$ cat src/rtl/bcd_pkg.sv
// rtl/bcd_pkg.sv - shared state encoding and width helper for the BCD conversion arbiter
package bcd_pkg;

   typedef enum logic [1:0] {
      ST_IDLE  = 2'd0,
      ST_SHIFT = 2'd1,
      ST_DONE  = 2'd2
   } state_e;

   function automatic int bcd_clog2(input int value);
      int result;
      int remaining;
      result = 0;
      remaining = value - 1;
      while (remaining > 0) begin
         result++;
         remaining = remaining >> 1;
      end
      return result;
   endfunction

endpackage

$ cat src/rtl/double_dabble_step.sv
// rtl/double_dabble_step.sv - one combinational add-3-and-shift double-dabble iteration
module double_dabble_step #(
   parameter int INPUT_BITS    = 8,
   parameter int OUTPUT_DIGITS = 3
) (
   input  logic [OUTPUT_DIGITS*4-1:0] scratch_i,
   input  logic [INPUT_BITS-1:0]      binary_i,
   output logic [OUTPUT_DIGITS*4-1:0] scratch_o,
   output logic [INPUT_BITS-1:0]      binary_o
);

   localparam int BCD_W = OUTPUT_DIGITS * 4;

   // The top digit's MSB is shifted out, so only its low three bits are kept.
   logic [BCD_W-2:0] adjusted;
   logic [3:0]       top_digit;

   always_comb begin
      adjusted  = scratch_i[BCD_W-2:0];
      top_digit = scratch_i[BCD_W-1 -: 4];
      for (int d = 0; d < OUTPUT_DIGITS - 1; d++) begin
         if (scratch_i[d*4 +: 4] >= 4'd5) begin
            adjusted[d*4 +: 4] = scratch_i[d*4 +: 4] + 4'd3;
         end
      end
      if (top_digit >= 4'd5) begin
         adjusted[BCD_W-2 -: 3] = top_digit[2:0] + 3'd3;
      end
   end

   assign scratch_o = {adjusted, binary_i[INPUT_BITS-1]};
   assign binary_o  = {binary_i[INPUT_BITS-2:0], 1'b0};

endmodule

$ cat src/rtl/bcd_conversion_arbiter.sv
// rtl/bcd_conversion_arbiter.sv - round-robin arbiter sharing one serial binary-to-BCD converter
module bcd_conversion_arbiter
   import bcd_pkg::*;
#(
   parameter int INPUT_BITS    = 8,
   parameter int OUTPUT_DIGITS = 3,
   parameter int REQUESTERS    = 4
) (
   input  logic                             Clock,
   input  logic                             Reset,
   input  logic [REQUESTERS-1:0]            Request_i,
   input  logic [REQUESTERS*INPUT_BITS-1:0] Binary_i,
   output logic [REQUESTERS-1:0]            Grant_o,
   output logic [REQUESTERS-1:0]            Done_o,
   output logic [OUTPUT_DIGITS*4-1:0]       BCD_o,
   output logic                             Busy_o
);

   localparam int BCD_W = OUTPUT_DIGITS * 4;
   localparam int CNT_W = (bcd_clog2(INPUT_BITS) < 1) ? 1 : bcd_clog2(INPUT_BITS);
   localparam int PTR_W = (bcd_clog2(REQUESTERS) < 1) ? 1 : bcd_clog2(REQUESTERS);
   localparam logic [CNT_W-1:0] LAST_ITER = CNT_W'(INPUT_BITS - 1);
   localparam logic [PTR_W-1:0] LAST_REQ  = PTR_W'(REQUESTERS - 1);

   state_e                 state_q, state_d;
   logic [PTR_W-1:0]       ptr_q;
   logic [PTR_W-1:0]       winner_q;
   logic [CNT_W-1:0]       cnt_q;
   logic [INPUT_BITS-1:0]  bin_q;
   logic [BCD_W-1:0]       scratch_q;
   logic [BCD_W-1:0]       bcd_q;
   logic                   arb_valid;
   logic [PTR_W-1:0]       arb_idx;
   logic [BCD_W-1:0]       step_scratch;
   logic [INPUT_BITS-1:0]  step_bin;

   double_dabble_step #(
      .INPUT_BITS    (INPUT_BITS),
      .OUTPUT_DIGITS (OUTPUT_DIGITS)
   ) u_step (
      .scratch_i (scratch_q),
      .binary_i  (bin_q),
      .scratch_o (step_scratch),
      .binary_o  (step_bin)
   );

   // First active request at or above the pointer, wrapping around.
   always_comb begin
      int cand;
      cand      = 0;
      arb_valid = 1'b0;
      arb_idx   = '0;
      for (int i = 0; i < REQUESTERS; i++) begin
         cand = int'(ptr_q) + i;
         if (cand >= REQUESTERS) begin
            cand = cand - REQUESTERS;
         end
         if (!arb_valid && Request_i[cand]) begin
            arb_valid = 1'b1;
            arb_idx   = PTR_W'(cand);
         end
      end
   end

   always_ff @(posedge Clock or posedge Reset) begin
      if (Reset) begin
         state_q <= ST_IDLE;
      end else begin
         state_q <= state_d;
      end
   end

   always_comb begin
      state_d = state_q;
      case (state_q)
         ST_IDLE:  if (arb_valid) state_d = ST_SHIFT;
         ST_SHIFT: if (cnt_q == LAST_ITER) state_d = ST_DONE;
         ST_DONE:  state_d = ST_IDLE;
         default:  state_d = ST_IDLE;
      endcase
   end

   always_comb begin
      Grant_o = '0;
      Done_o  = '0;
      Busy_o  = (state_q != ST_IDLE);
      if (state_q == ST_SHIFT) Grant_o[winner_q] = 1'b1;
      if (state_q == ST_DONE)  Done_o[winner_q]  = 1'b1;
   end

   always_ff @(posedge Clock or posedge Reset) begin
      if (Reset) begin
         ptr_q     <= '0;
         winner_q  <= '0;
         cnt_q     <= '0;
         bin_q     <= '0;
         scratch_q <= '0;
         bcd_q     <= '0;
      end else begin
         case (state_q)
            ST_IDLE: begin
               if (arb_valid) begin
                  winner_q  <= arb_idx;
                  bin_q     <= Binary_i[int'(arb_idx)*INPUT_BITS +: INPUT_BITS];
                  scratch_q <= '0;
                  cnt_q     <= '0;
               end
            end
            ST_SHIFT: begin
               scratch_q <= step_scratch;
               bin_q     <= step_bin;
               cnt_q     <= cnt_q + 1'b1;
               if (cnt_q == LAST_ITER) bcd_q <= step_scratch;
            end
            ST_DONE: begin
               ptr_q <= (winner_q == LAST_REQ) ? '0 : winner_q + 1'b1;
            end
            default: ;
         endcase
      end
   end

   assign BCD_o = bcd_q;

endmodule

$ cat config.mk
export PLATFORM = sky130hd
export DESIGN_NAME = bcd_conversion_arbiter
export DESIGN_NICKNAME = d
export VERILOG_FILES = /design/src/rtl/bcd_pkg.sv /design/src/rtl/double_dabble_step.sv /design/src/rtl/bcd_conversion_arbiter.sv
export SDC_FILE = /design/constraint.sdc
export NUM_CORES = 1
export LEC_CHECK = 0
export BUFFER_PORTS_ARGS = -buffer_cell sky130_fd_sc_hd__buf_4
export CAP_MARGIN = 20
export CORE_ASPECT_RATIO = 0.75
export CORE_UTILIZATION = 48
export DETAILED_ROUTE_END_ITERATION = 8
export PLACE_DENSITY = 0.82
export SYNTH_ARGS = -nofsm -noshare
export SYNTH_HDL_FRONTEND = slang
export SYNTH_HIERARCHICAL = 1
export SYNTH_SLANG_ARGS = --single-unit
$ cat constraint.sdc
create_clock -name Clock -period 1.76 [get_ports Clock]
set_input_delay 0.352 -clock Clock [delete_from_list [all_inputs] [get_ports Clock]]
set_output_delay 0.352 -clock Clock [all_outputs]
set_load 0.05 [all_outputs]
==> impl_metrics.prom, run 1 <==
# TYPE chip_impl_metric gauge
chip_impl_metric{name="synthAdderAreaFrac",unit="%"} 6.05
chip_impl_metric{name="route.detailed.vias_per_inst",unit=""} 5.24
chip_impl_metric{name="drt_iter0_markers",unit=""} 88
chip_impl_metric{name="grt_util_met3",unit="%"} 4.01
chip_impl_metric{name="io_buffer_count",unit=""} 58
chip_impl_metric{name="grt_pass1_vias",unit=""} 1806
chip_impl_info{name="timing_worst_setup_path_type",value="reg -> out"} 1
chip_impl_metric{name="die_h",unit="µm"} 64.3
chip_impl_info{name="cell_types_with_the_highest_counts_after_synthesis",value="nand2_1, dfrtp_1, o21ai_0"} 1
chip_impl_metric{name="grt.total_usage",unit="%"} 18.6
chip_impl_info{name="yosys.cell_count.top_type",value="nand2_1"} 1
chip_impl_metric{name="grt.met1_usage",unit="%"} 24.4
chip_impl_info{name="synth_top_family_by_area",value="simple AND/OR/NAND/NOR gates"} 1
chip_impl_metric{name="die-area",unit="µm²"} 5470
chip_impl_info{name="status",value="complete, no violations"} 1
chip_impl_metric{name="synth_seq_area_share",unit="%"} 41.3
chip_impl_metric{name="gr-total-overflow",unit=""} 0
chip_impl_metric{name="place.detailed.instances",unit=""} 378
chip_impl_metric{name="timing.final.setup_violations",unit=""} 0
chip_impl_metric{name="cp.buffers_inverters",unit=""} 2
chip_impl_metric{name="route.final.wire_length",unit="µm"} 5080
chip_impl_metric{name="route.antenna.remaining_nets",unit=""} 0
chip_impl_metric{name="syn_to_final_growth",unit="%"} 28.6
chip_impl_metric{name="grt_start_max_net_pins",unit=""} 42
chip_impl_metric{name="die_w",unit="µm"} 85.0
chip_impl_metric{name="boundaryPins",unit=""} 59
chip_impl_metric{name="drc_errors",unit=""} 0
chip_impl_info{name="critical_path.most_common_cell",value="buf_4"} 1
chip_impl_metric{name="worst_slew_pin_slew",unit="ns"} 0.627
chip_impl_metric{name="routabilityCongestion",unit=""} 0.729
chip_impl_metric{name="postSynthCellCount",unit=""} 268
chip_impl_info{name="busiest_layer",value="met2"} 1
chip_impl_metric{name="cts_made_buffers",unit=""} 5
chip_impl_metric{name="clkTransAtPathRegs",unit="ns"} 0.08
chip_impl_metric{name="drt_pass1_iterations",unit=""} 4
chip_impl_metric{name="period_minus_slack",unit="ns"} 1.70
chip_impl_metric{name="synth_edf_count",unit=""} 0
chip_impl_metric{name="power.total",unit="W"} 0.00584
chip_impl_metric{name="nNetsFinal",unit=""} 380
chip_impl_metric{name="min_period_over_period",unit="%"} 96.6
chip_impl_metric{name="post_synth_xor_area_fraction",unit="%"} 1.06
chip_impl_metric{name="number_of_hold_buffers_added_after_cts",unit=""} 0
chip_impl_info{name="worst_path_max_delay_cell",value="dfrtp_1"} 1
chip_impl_metric{name="start_util",unit="%"} 50.4
chip_impl_metric{name="yosys.area_share.simple",unit="%"} 17.6
chip_impl_metric{name="numClockSinks",unit=""} 41
chip_impl_metric{name="seq_cells_post_synth",unit=""} 41
chip_impl_metric{name="hold_viol",unit=""} 0
chip_impl_metric{name="worstPathArrival",unit="ns"} 1.35
chip_impl_info{name="synth_top_cell_by_area",value="dfrtp_1"} 1
chip_impl_info{name="setup.worst_path.start_class",value="register"} 1
chip_impl_metric{name="critical-path-max-stage-delay",unit="ns"} 0.40
chip_impl_info{name="hold_class",value="in -> async"} 1
chip_impl_info{name="yosys_most_used_dff",value="dfrtp_1"} 1
chip_impl_metric{name="placementRows",unit=""} 22
chip_impl_metric{name="static_leakage_power",unit="nW"} 1.56
chip_impl_info{name="cpLargestDelayFamily",value="flip-flops"} 1
chip_impl_metric{name="cp_max_fo",unit=""} 6
chip_impl_metric{name="worst-endpoint-required",unit="ns"} 1.41
chip_impl_metric{name="maxCapViolations",unit=""} 0
chip_impl_metric{name="synth_mux_area_share",unit="%"} 10.8
chip_impl_info{name="timing.critical_path.cells",value="buf_4, nor2b_4, and2_1, buf_4"} 1
chip_impl_metric{name="syn_area_per_cell",unit="µm²"} 9.26
chip_impl_metric{name="via_count",unit=""} 2050
chip_impl_info{name="worstSetupEndpointType",value="primary output"} 1
chip_impl_metric{name="synth-async-reset-ratio",unit="%"} 100
chip_impl_metric{name="place.detailed.hpwl",unit="µm"} 3640
chip_impl_metric{name="core",unit="µm²"} 4930
chip_impl_metric{name="htree_levels",unit=""} 2
chip_impl_metric{name="num-fill-cells",unit=""} 407
chip_impl_metric{name="synthesis.area",unit="µm²"} 2480
chip_impl_metric{name="grt_use_met2",unit="%"} 30.4
chip_impl_metric{name="synth.yosys.warnings",unit=""} 6
chip_impl_info{name="post_synth_main_area_contributors",value="dfrtp_1, nand2_1, mux2_2, ha_1, mux2i_1"} 1
chip_impl_metric{name="grt_antenna_before_repair",unit=""} 0
chip_impl_metric{name="reg2reg_setup_slack",unit="ns"} 0.11
chip_impl_info{name="r2r_start",value="ptr_q[0]"} 1
chip_impl_metric{name="synth_top_area_share",unit="%"} 41.3
chip_impl_metric{name="timing.slew.headroom",unit="%"} 58.2
chip_impl_info{name="tritoncts",value="built"} 1
chip_impl_metric{name="synth_compound_gate_area_share",unit="%"} 16.6
chip_impl_metric{name="detail_route.wl_per_cell",unit="µm"} 13.0
chip_impl_metric{name="clk_latency",unit="ns"} 0.30
chip_impl_info{name="clk_root_buffer_cell",value="clkbuf_8"} 1
chip_impl_metric{name="power.ir.vdd_worst",unit="V"} 0.000791
chip_impl_metric{name="ctsLongestPathBuffers",unit=""} 2
chip_impl_metric{name="report.final.slew_viol_count",unit=""} 0
chip_impl_metric{name="synth_cell_type_count",unit=""} 31
chip_impl_metric{name="worst_clock_skew_on_the_final_layout",unit="ns"} 0.0128
chip_impl_metric{name="ff2ff_path_depth",unit=""} 7
chip_impl_metric{name="syn-num-nets",unit=""} 318
chip_impl_metric{name="drive_above_1_share",unit="%"} 34.7
chip_impl_info{name="crit-reg2reg-capture",value="bin_q[1]"} 1
chip_impl_metric{name="finish.cell_count_without_fillers",unit=""} 391
chip_impl_metric{name="grt_first_pass_wirelength",unit="µm"} 8000
chip_impl_metric{name="insertedDiodeCount",unit=""} 0
chip_impl_metric{name="worst_hold_slack",unit="ns"} 0.175
chip_impl_metric{name="max_clock_freq",unit="GHz"} 0.588
chip_impl_metric{name="power-per-cell-area",unit="nW/µm²"} 1830
## power breakdown
group          internal, W  switching, W  leakage (nW)
Clock             0.000274      0.000341        0.0439
Sequential         0.00141      0.000342         0.490
Combinational      0.00146       0.00201          1.02
Total              0.00314       0.00269          1.56
## how the worst max path moves through the flow
stage | from | end | cells after the start
final | state_q[0] | Done_o[3] | 4
after global routing | ptr_q[1] | bin_q[7] | 6
after CTS | state_q[0] | Grant_o[3] | 4
after detailed placement | state_q[1] | cnt_q[2] | 3
after global placement | state_q[1] | winner_q[0] | 4
after floorplan | state_q[0] | Grant_o[0] | 4
## layout make-up
type	count	area [µm²]	share of cell area [%]
Clock buffer	5	68.8	2.16
Inverter	10	37.5	1.18
Timing Repair Buffer	76	639	20.0
Sequential cell	41	1030	32.2
Tap cell	60	75.1	2.35
Multi-Input combinational cell	196	1330	41.6
Clock inverter	3	17.5	0.549
## state kept, by name, summed over array words and instances (netlist names)
register / flops
ptr_q: 2
bin_q: 8
state_q: 2
BCD_o: 12
winner_q: 2
scratch_q: 12
cnt_q: 3
## metal layers
metal	routed length [µm]	up-vias
li1	-	1029
met2	2480	37
met1	2390	978
met4	53	0
met5	0	-
met3	154	6
## cell families (layout without fill, tap and decap cells)
logic type | count (synthesis) | count (layout)
xor+xnor | 3 | 3
compound gates | 63 | 63
flops | 41 | 41
buf+inv | 31 | 94
other cells | 1 | 1
simple gates | 92 | 92
mux | 25 | 25
fa+ha+maj | 12 | 12
## stage by stage
stage | setup TNS, ns | util, % | setup WS (ns) | area [µm²]
3_5_place_dp | -0.543 | 61.5 | -0.0595 | 3030
3_3_place_gp | -0.0352 | 61.5 | -0.0352 | 3030
2_1_floorplan | 0 | - | 0.0413 | 2490
5_1_grt | -0.00982 | 64.8 | -0.00933 | 3190
6_report | 0 | 64.8 | 0.0601 | 3190
4_1_cts | 0 | 63.7 | 0.0195 | 3140
## placed cells by master, fill, tap and decap left out, drive strengths merged, types with 2 or more instances in the layout
cell type / instances
nand2b: 7
dfrtp: 41
mux2i: 11
clkinv: 2
a211o: 9
nor2b: 6
inv: 10
nand2: 45
and2: 8
ha: 12
a211oi: 9
o21ai: 22
xnor2: 3
nor2: 16
and3: 8
buf: 76
clkbuf: 5
a21oi: 20
mux2: 14
## timing repair
| action | in CTS | in global routing |
|---|---|---|
| buffers inserted | 1 | 4 |
| resized for setup | 4 | 7 |
| endpoints found under the setup margin | 23 | 13 |
## tightest hold or removal path: stages
cell	delay, ns
buf_4	0.10
inv_1	0.04
buf_4	0.42
No activity file was read; power rests on OpenSTA's default activity.
==> inputs of run 2 (changes only) <==
==> constraint.sdc (replaced) <==
create_clock -name Clock -period 1.5 [get_ports Clock]
set_input_delay 0.3 -clock Clock [delete_from_list [all_inputs] [get_ports Clock]]
set_output_delay 0.3 -clock Clock [all_outputs]
set_load 0.05 [all_outputs]
==> impl_metrics.prom, run 2 (same netlist as run 1, synthesis figures left out) <==
# TYPE chip_impl_metric gauge
chip_impl_metric{name="grt_start_max_net_pins",unit=""} 42
chip_impl_metric{name="worst-endpoint-required",unit="ns"} 1.20
chip_impl_info{name="timing_worst_setup_path_type",value="reg -> out"} 1
chip_impl_metric{name="grt_pass1_vias",unit=""} 2266
chip_impl_metric{name="die_w",unit="µm"} 85.0
chip_impl_metric{name="timing.final.setup_violations",unit=""} 20
chip_impl_metric{name="core",unit="µm²"} 4930
chip_impl_metric{name="power-per-cell-area",unit="nW/µm²"} 2270
chip_impl_metric{name="maxCapViolations",unit=""} 0
chip_impl_metric{name="syn_to_final_growth",unit="%"} 53.7
chip_impl_metric{name="start_util",unit="%"} 50.4
chip_impl_metric{name="max_clock_freq",unit="GHz"} 0.598
chip_impl_metric{name="critical-path-max-stage-delay",unit="ns"} 0.45
chip_impl_metric{name="die-area",unit="µm²"} 5470
chip_impl_metric{name="detail_route.wl_per_cell",unit="µm"} 18.9
chip_impl_metric{name="nNetsFinal",unit=""} 405
chip_impl_metric{name="cts_made_buffers",unit=""} 5
chip_impl_info{name="violations_in_the_final_reports",value="setup timing"} 1
chip_impl_metric{name="power.ir.vdd_worst",unit="V"} 0.00119
chip_impl_metric{name="cp_max_fo",unit=""} 5
chip_impl_info{name="setup_repair_after_global_routing_missed_its_margin",value="true"} 1
chip_impl_metric{name="grt.total_usage",unit="%"} 27.0
chip_impl_metric{name="route.antenna.remaining_nets",unit=""} 0
chip_impl_metric{name="numClockSinks",unit=""} 41
chip_impl_metric{name="clk_latency",unit="ns"} 0.31
chip_impl_metric{name="number_of_hold_buffers_added_after_cts",unit=""} 0
chip_impl_metric{name="via_count",unit=""} 2380
chip_impl_info{name="tritoncts",value="built"} 1
chip_impl_metric{name="worst_hold_slack",unit="ns"} 0.0451
chip_impl_info{name="setup.worst_path.start_class",value="register"} 1
chip_impl_metric{name="route.final.wire_length",unit="µm"} 7830
chip_impl_info{name="worstSetupEndpointType",value="primary output"} 1
chip_impl_metric{name="placementRows",unit=""} 22
chip_impl_info{name="timing.critical_path.cells",value="buf_6, nor2b_4, and2_4, buf_8"} 1
chip_impl_metric{name="drc_errors",unit=""} 0
chip_impl_metric{name="insertedDiodeCount",unit=""} 0
chip_impl_metric{name="static_leakage_power",unit="nW"} 1.75
chip_impl_metric{name="worst_clock_skew_on_the_final_layout",unit="ns"} 0.0138
chip_impl_metric{name="grt_antenna_before_repair",unit=""} 0
chip_impl_metric{name="period_minus_slack",unit="ns"} 1.67
chip_impl_info{name="cpLargestDelayFamily",value="flip-flops"} 1
chip_impl_metric{name="clkTransAtPathRegs",unit="ns"} 0.09
chip_impl_metric{name="io_buffer_count",unit=""} 58
chip_impl_metric{name="die_h",unit="µm"} 64.3
chip_impl_metric{name="grt_first_pass_wirelength",unit="µm"} 11200
chip_impl_metric{name="drive_above_1_share",unit="%"} 53.5
chip_impl_info{name="commonest_non_fill_non_tap_cell_in_the_layout",value="buf_4"} 1
chip_impl_info{name="hold_class",value="in -> async"} 1
chip_impl_metric{name="drt_iter0_markers",unit=""} 196
chip_impl_metric{name="place.detailed.hpwl",unit="µm"} 3880
chip_impl_metric{name="htree_levels",unit=""} 2
chip_impl_metric{name="boundaryPins",unit=""} 59
chip_impl_info{name="mostFrequentLayoutCells",value="buf_4, nand2_1, dfrtp_1"} 1
chip_impl_metric{name="worstPathArrival",unit="ns"} 1.37
chip_impl_metric{name="finalSetupTns",unit="ns"} -2.42
chip_impl_metric{name="finalWorstSetupSlack",unit="ns"} -0.171
chip_impl_metric{name="hold_viol",unit=""} 0
chip_impl_info{name="clk_root_buffer_cell",value="clkbuf_8"} 1
chip_impl_info{name="worst_path_max_delay_cell",value="dfrtp_2"} 1
chip_impl_metric{name="gr-total-overflow",unit=""} 0
chip_impl_info{name="status",value="finished with violations"} 1
chip_impl_metric{name="cp.buffers_inverters",unit=""} 2
chip_impl_metric{name="report.final.slew_viol_count",unit=""} 0
chip_impl_metric{name="routabilityCongestion",unit=""} 0.717
chip_impl_metric{name="ctsLongestPathBuffers",unit=""} 2
chip_impl_metric{name="min_period_over_period",unit="%"} 111
chip_impl_metric{name="drt_pass1_iterations",unit=""} 4
chip_impl_metric{name="route.detailed.vias_per_inst",unit=""} 5.73
run 2: path summary, 6_finish.rpt:
kind / from / endpoint / slack (ns) / cells past startpoint
max: state_q[0] / Done_o[1] / -0.17 / 4
min: Reset / bin_q[7] / 0.05 / 3
max reg2reg: ptr_q[0] / bin_q[5] / -0.17 / 7
min reg2reg: BCD_o[11] / BCD_o[11] / 0.51 / 1
max in group asynchronous: Reset / scratch_q[8] / 1.22 / 3
min in group Clock: Binary_i[20] / bin_q[4] / 0.44 / 4
run 2: worst register-to-register path: stages (launching register included):
cell,delay (ns)
dfrtp_2,0.47
nor2b_4,0.18
nor2_4,0.06
o221ai_4,0.25
buf_12,0.18
a211oi_2,0.04
a211o_1,0.25
a21oi_2,0.16
run 2: stage by stage:
| stage | utilization (%) | std cells | setup WS [ns] | instance area, µm² | total power, W |
|---|---|---|---|---|---|
| after global placement | 63.2 | 386 | -0.199 | 3110 | 0.00599 |
| after floorplan | - | 268 | -0.0856 | 2510 | 0.00504 |
| final | 77.4 | 415 | -0.171 | 3810 | 0.00867 |
| after global routing | 77.4 | 415 | -0.239 | 3810 | 0.00913 |
| after detailed placement | 63.2 | 386 | -0.274 | 3110 | 0.00615 |
| after CTS | 72.8 | 411 | -0.128 | 3590 | 0.00770 |
run 2: routing by layer:
metal | up-vias | track usage [%] | wire length [µm] | part of all wire [%]
li1 | 1080 | - | - | -
met1 | 1193 | 33.5 | 3240 | 41
met2 | 91 | 45.7 | 4060 | 52
met3 | 16 | 6.98 | 417 | 5.3
met4 | 0 | 9.32 | 116 | 1.5
met5 | - | 0 | 0 | 0
run 2: final cells by class:
type | count | area, µm²
clock buffers | 7 | 86.3
well taps | 60 | 75.1
fillers | 297 | 1110
flip-flops and latches | 41 | 1030
multi-input cells | 199 | 1660
repair buffers | 98 | 925
inverters | 10 | 37.5
run 2: timing repair:
| item | CTS | global route |
|---|---|---|
| gates cloned | 5 | 0 |
| resized for setup | 55 | 49 |
| endpoints found under the setup margin | 30 | 44 |
| pin swaps | 19 | 20 |
| setup buffers | 13 | 5 |
run 2: power by group:
group | internal [W] | switching, W
clock | 0.000366 | 0.000400
sequential | 0.00166 | 0.000525
combinational | 0.00264 | 0.00309
==> inputs of run 3 (changes only) <==
--- a/config.mk
+++ b/config.mk
@@ -9,6 +9,7 @@
 export CAP_MARGIN = 20
 export CORE_ASPECT_RATIO = 0.75
 export CORE_UTILIZATION = 48
+export CTS_BUF_LIST = sky130_fd_sc_hd__clkbuf_16
 export DETAILED_ROUTE_END_ITERATION = 8
 export PLACE_DENSITY = 0.82
 export SYNTH_ARGS = -nofsm -noshare
==> constraint.sdc (replaced) <==
create_clock -name Clock -period 1.5 [get_ports Clock]
set_input_delay 0.3 -clock Clock [delete_from_list [all_inputs] [get_ports Clock]]
set_output_delay 0.3 -clock Clock [all_outputs]
set_load 0.02 [all_outputs]
==> impl_metrics.prom, run 3 (same netlist as run 1, synthesis figures left out) <==
# TYPE chip_impl_metric gauge
chip_impl_info{name="status",value="finished with violations"} 1
chip_impl_info{name="violations_in_the_final_reports",value="setup timing"} 1
chip_impl_metric{name="route.antenna.remaining_nets",unit=""} 0
chip_impl_metric{name="grt_first_pass_wirelength",unit="µm"} 10700
chip_impl_metric{name="cp.buffers_inverters",unit=""} 1
chip_impl_metric{name="placementRows",unit=""} 22
chip_impl_metric{name="ff_latch_area",unit="µm²"} 1030
chip_impl_metric{name="boundaryPins",unit=""} 59
chip_impl_metric{name="die-area",unit="µm²"} 5470
chip_impl_metric{name="route.detailed.vias_per_inst",unit=""} 5.73
chip_impl_metric{name="via_count",unit=""} 2437
chip_impl_metric{name="routabilityCongestion",unit=""} 0.744
chip_impl_metric{name="placed_area",unit="µm²"} 3060
chip_impl_metric{name="syn_to_final_growth",unit="%"} 58.1
chip_impl_metric{name="worstPathArrival",unit="ns"} 1.90
chip_impl_metric{name="power-per-cell-area",unit="nW/µm²"} 2180
chip_impl_metric{name="detail_route.wl_per_cell",unit="µm"} 19.5
chip_impl_metric{name="period_minus_slack",unit="ns"} 1.69
chip_impl_metric{name="io_buffer_count",unit=""} 58
chip_impl_info{name="mostFrequentLayoutCells",value="buf_4, nand2_1, dfrtp_1"} 1
chip_impl_metric{name="power.total",unit="W"} 0.00855
chip_impl_info{name="commonest_non_fill_non_tap_cell_in_the_layout",value="buf_4"} 1
chip_impl_metric{name="static_leakage_power",unit="nW"} 1.83
chip_impl_info{name="hold_class",value="in -> async"} 1
chip_impl_metric{name="numClockSinks",unit=""} 41
chip_impl_metric{name="worst-endpoint-required",unit="ns"} 1.71
chip_impl_metric{name="min_period_over_period",unit="%"} 113
chip_impl_metric{name="finalInstanceArea",unit="µm²"} 3920
chip_impl_info{name="worstSetupEndpointType",value="register"} 1
chip_impl_metric{name="cts_made_buffers",unit=""} 5
chip_impl_metric{name="timing.slew.headroom",unit="%"} 62.3
chip_impl_metric{name="multi_input_comb_area",unit="µm²"} 1670
chip_impl_info{name="timing.critical_path.cells",value="buf_4, nor2b_1, a211o_4, and3_4, a211oi_2, a211o_1, a21oi_2"} 1
chip_impl_info{name="timing_worst_setup_path_type",value="in -> reg"} 1
chip_impl_metric{name="timing.final.setup_violations",unit=""} 33
chip_impl_info{name="cpLargestDelayFamily",value="compound AO/OA/AOI/OAI gates"} 1
chip_impl_metric{name="insertedDiodeCount",unit=""} 0
chip_impl_metric{name="core",unit="µm²"} 4930
chip_impl_metric{name="critical-path-max-stage-delay",unit="ns"} 0.46
chip_impl_metric{name="grt_pass1_vias",unit=""} 2262
chip_impl_metric{name="drt_pass1_iterations",unit=""} 4
chip_impl_metric{name="die_w",unit="µm"} 85.0
chip_impl_metric{name="report.final.slew_viol_count",unit=""} 0
chip_impl_info{name="setup_repair_after_global_routing_missed_its_margin",value="true"} 1
chip_impl_metric{name="place.detailed.hpwl",unit="µm"} 3690
chip_impl_metric{name="max_clock_freq",unit="GHz"} 0.591
chip_impl_metric{name="clk_latency",unit="ns"} 0.29
chip_impl_metric{name="drive_above_1_share",unit="%"} 54.2
chip_impl_info{name="setup.worst_path.start_class",value="primary input"} 1
chip_impl_metric{name="grt_start_max_net_pins",unit=""} 42
chip_impl_metric{name="worst_clock_skew_on_the_final_layout",unit="ns"} 0.0105
chip_impl_metric{name="maxCapViolations",unit=""} 0
chip_impl_info{name="worst_path_max_delay_cell",value="nor2b_1"} 1
chip_impl_metric{name="finalSetupTns",unit="ns"} -4.03
chip_impl_metric{name="utilization",unit="%"} 79.6
chip_impl_metric{name="ctsLongestPathBuffers",unit=""} 2
chip_impl_metric{name="finalWorstSetupSlack",unit="ns"} -0.193
chip_impl_metric{name="route.final.wire_length",unit="µm"} 8290
chip_impl_metric{name="worst_slew_pin_slew",unit="ns"} 0.565
chip_impl_metric{name="htree_levels",unit=""} 2
chip_impl_metric{name="drt_iter0_markers",unit=""} 159
chip_impl_metric{name="drc_errors",unit=""} 0
chip_impl_metric{name="grt_antenna_before_repair",unit=""} 0
chip_impl_metric{name="hold_viol",unit=""} 0
chip_impl_info{name="clk_root_buffer_cell",value="clkbuf_16"} 1
chip_impl_metric{name="die_h",unit="µm"} 64.3
chip_impl_metric{name="power.ir.vdd_worst",unit="V"} 0.00119
chip_impl_metric{name="grt.total_usage",unit="%"} 25.8
chip_impl_metric{name="nNetsFinal",unit=""} 414
chip_impl_metric{name="start_util",unit="%"} 50.4
chip_impl_metric{name="clkTransAtPathRegs",unit="ns"} 0.06
chip_impl_metric{name="cp_max_fo",unit=""} 6
chip_impl_metric{name="num-fill-cells",unit=""} 274
chip_impl_metric{name="gr-total-overflow",unit=""} 0
chip_impl_info{name="tritoncts",value="built"} 1
[run 3: cell count changes in the layout (fill, tap and decap cells not counted), sizes merged]
| cell | delta |
|---|---|
| buf | +9 |
| clkinv | +3 |
| clkbuf | -2 |
[run 3: per-stage QoR]
step	setup WS, ns	hold WS (ns)	instances
2_1_floorplan	-0.0856	0.453	268
3_3_place_gp	-0.185	0.380	382
3_5_place_dp	-0.266	0.388	382
4_1_cts	-0.116	0.0893	415
5_1_grt	-0.233	0.0888	425
6_report	-0.193	0.0771	425
[run 3: metal layers]
metal  vias up  track usage [%]  share of wire, %
li1       1111                -                 -
met1      1204             30.7                38
met2        94             45.8                54
met3        28             4.91               4.1
met4         0             10.8               3.2
met5         -                0                 0
[run 3: worst paths after layout]
kind,startpoint,endpoint,slack [ns],cells after the start
max,Request_i[1],bin_q[1],-0.19,7
min,Reset,BCD_o[2],0.08,3
max reg2reg,ptr_q[1],bin_q[7],-0.19,6
min reg2reg,BCD_o[1],BCD_o[1],0.51,1
max in group asynchronous,Reset,scratch_q[8],1.21,3
min in group Clock,Binary_i[16],bin_q[0],0.47,4
[run 3: repair_timing]
item | CTS | global route
gates cloned | 5 | 1
endpoints found under the hold margin | 0 | 0
resized for setup | 49 | 66
hold buffers | 0 | 0
setup endpoints to repair | 30 | 44
pin swaps | 23 | 15
buffers inserted | 20 | 10
[run 3: layout make-up]
| type | count | share of cell area [%] |
|---|---|---|
| clock buffer | 5 | 3.19 |
| clock inverter | 3 | 0.319 |
| multi-input combinational | 199 | 42.6 |
| sequential | 41 | 26.2 |
| tap | 60 | 1.91 |
| timing repair buffer | 107 | 24.8 |
| inverter | 10 | 0.957 |
[run 3: power breakdown]
part           switching (W)  internal (W)
Combinational        0.00269       0.00265
Clock               0.000435      0.000602
Sequential          0.000510       0.00166
[run 3: worst reg2reg max path: stages, from the launching register on]
cell,delay [ns]
dfrtp_1,0.43
nand2_2,0.10
a211o_4,0.42
and3_1,0.22
a211oi_2,0.19
a211o_1,0.14
a21oi_2,0.06
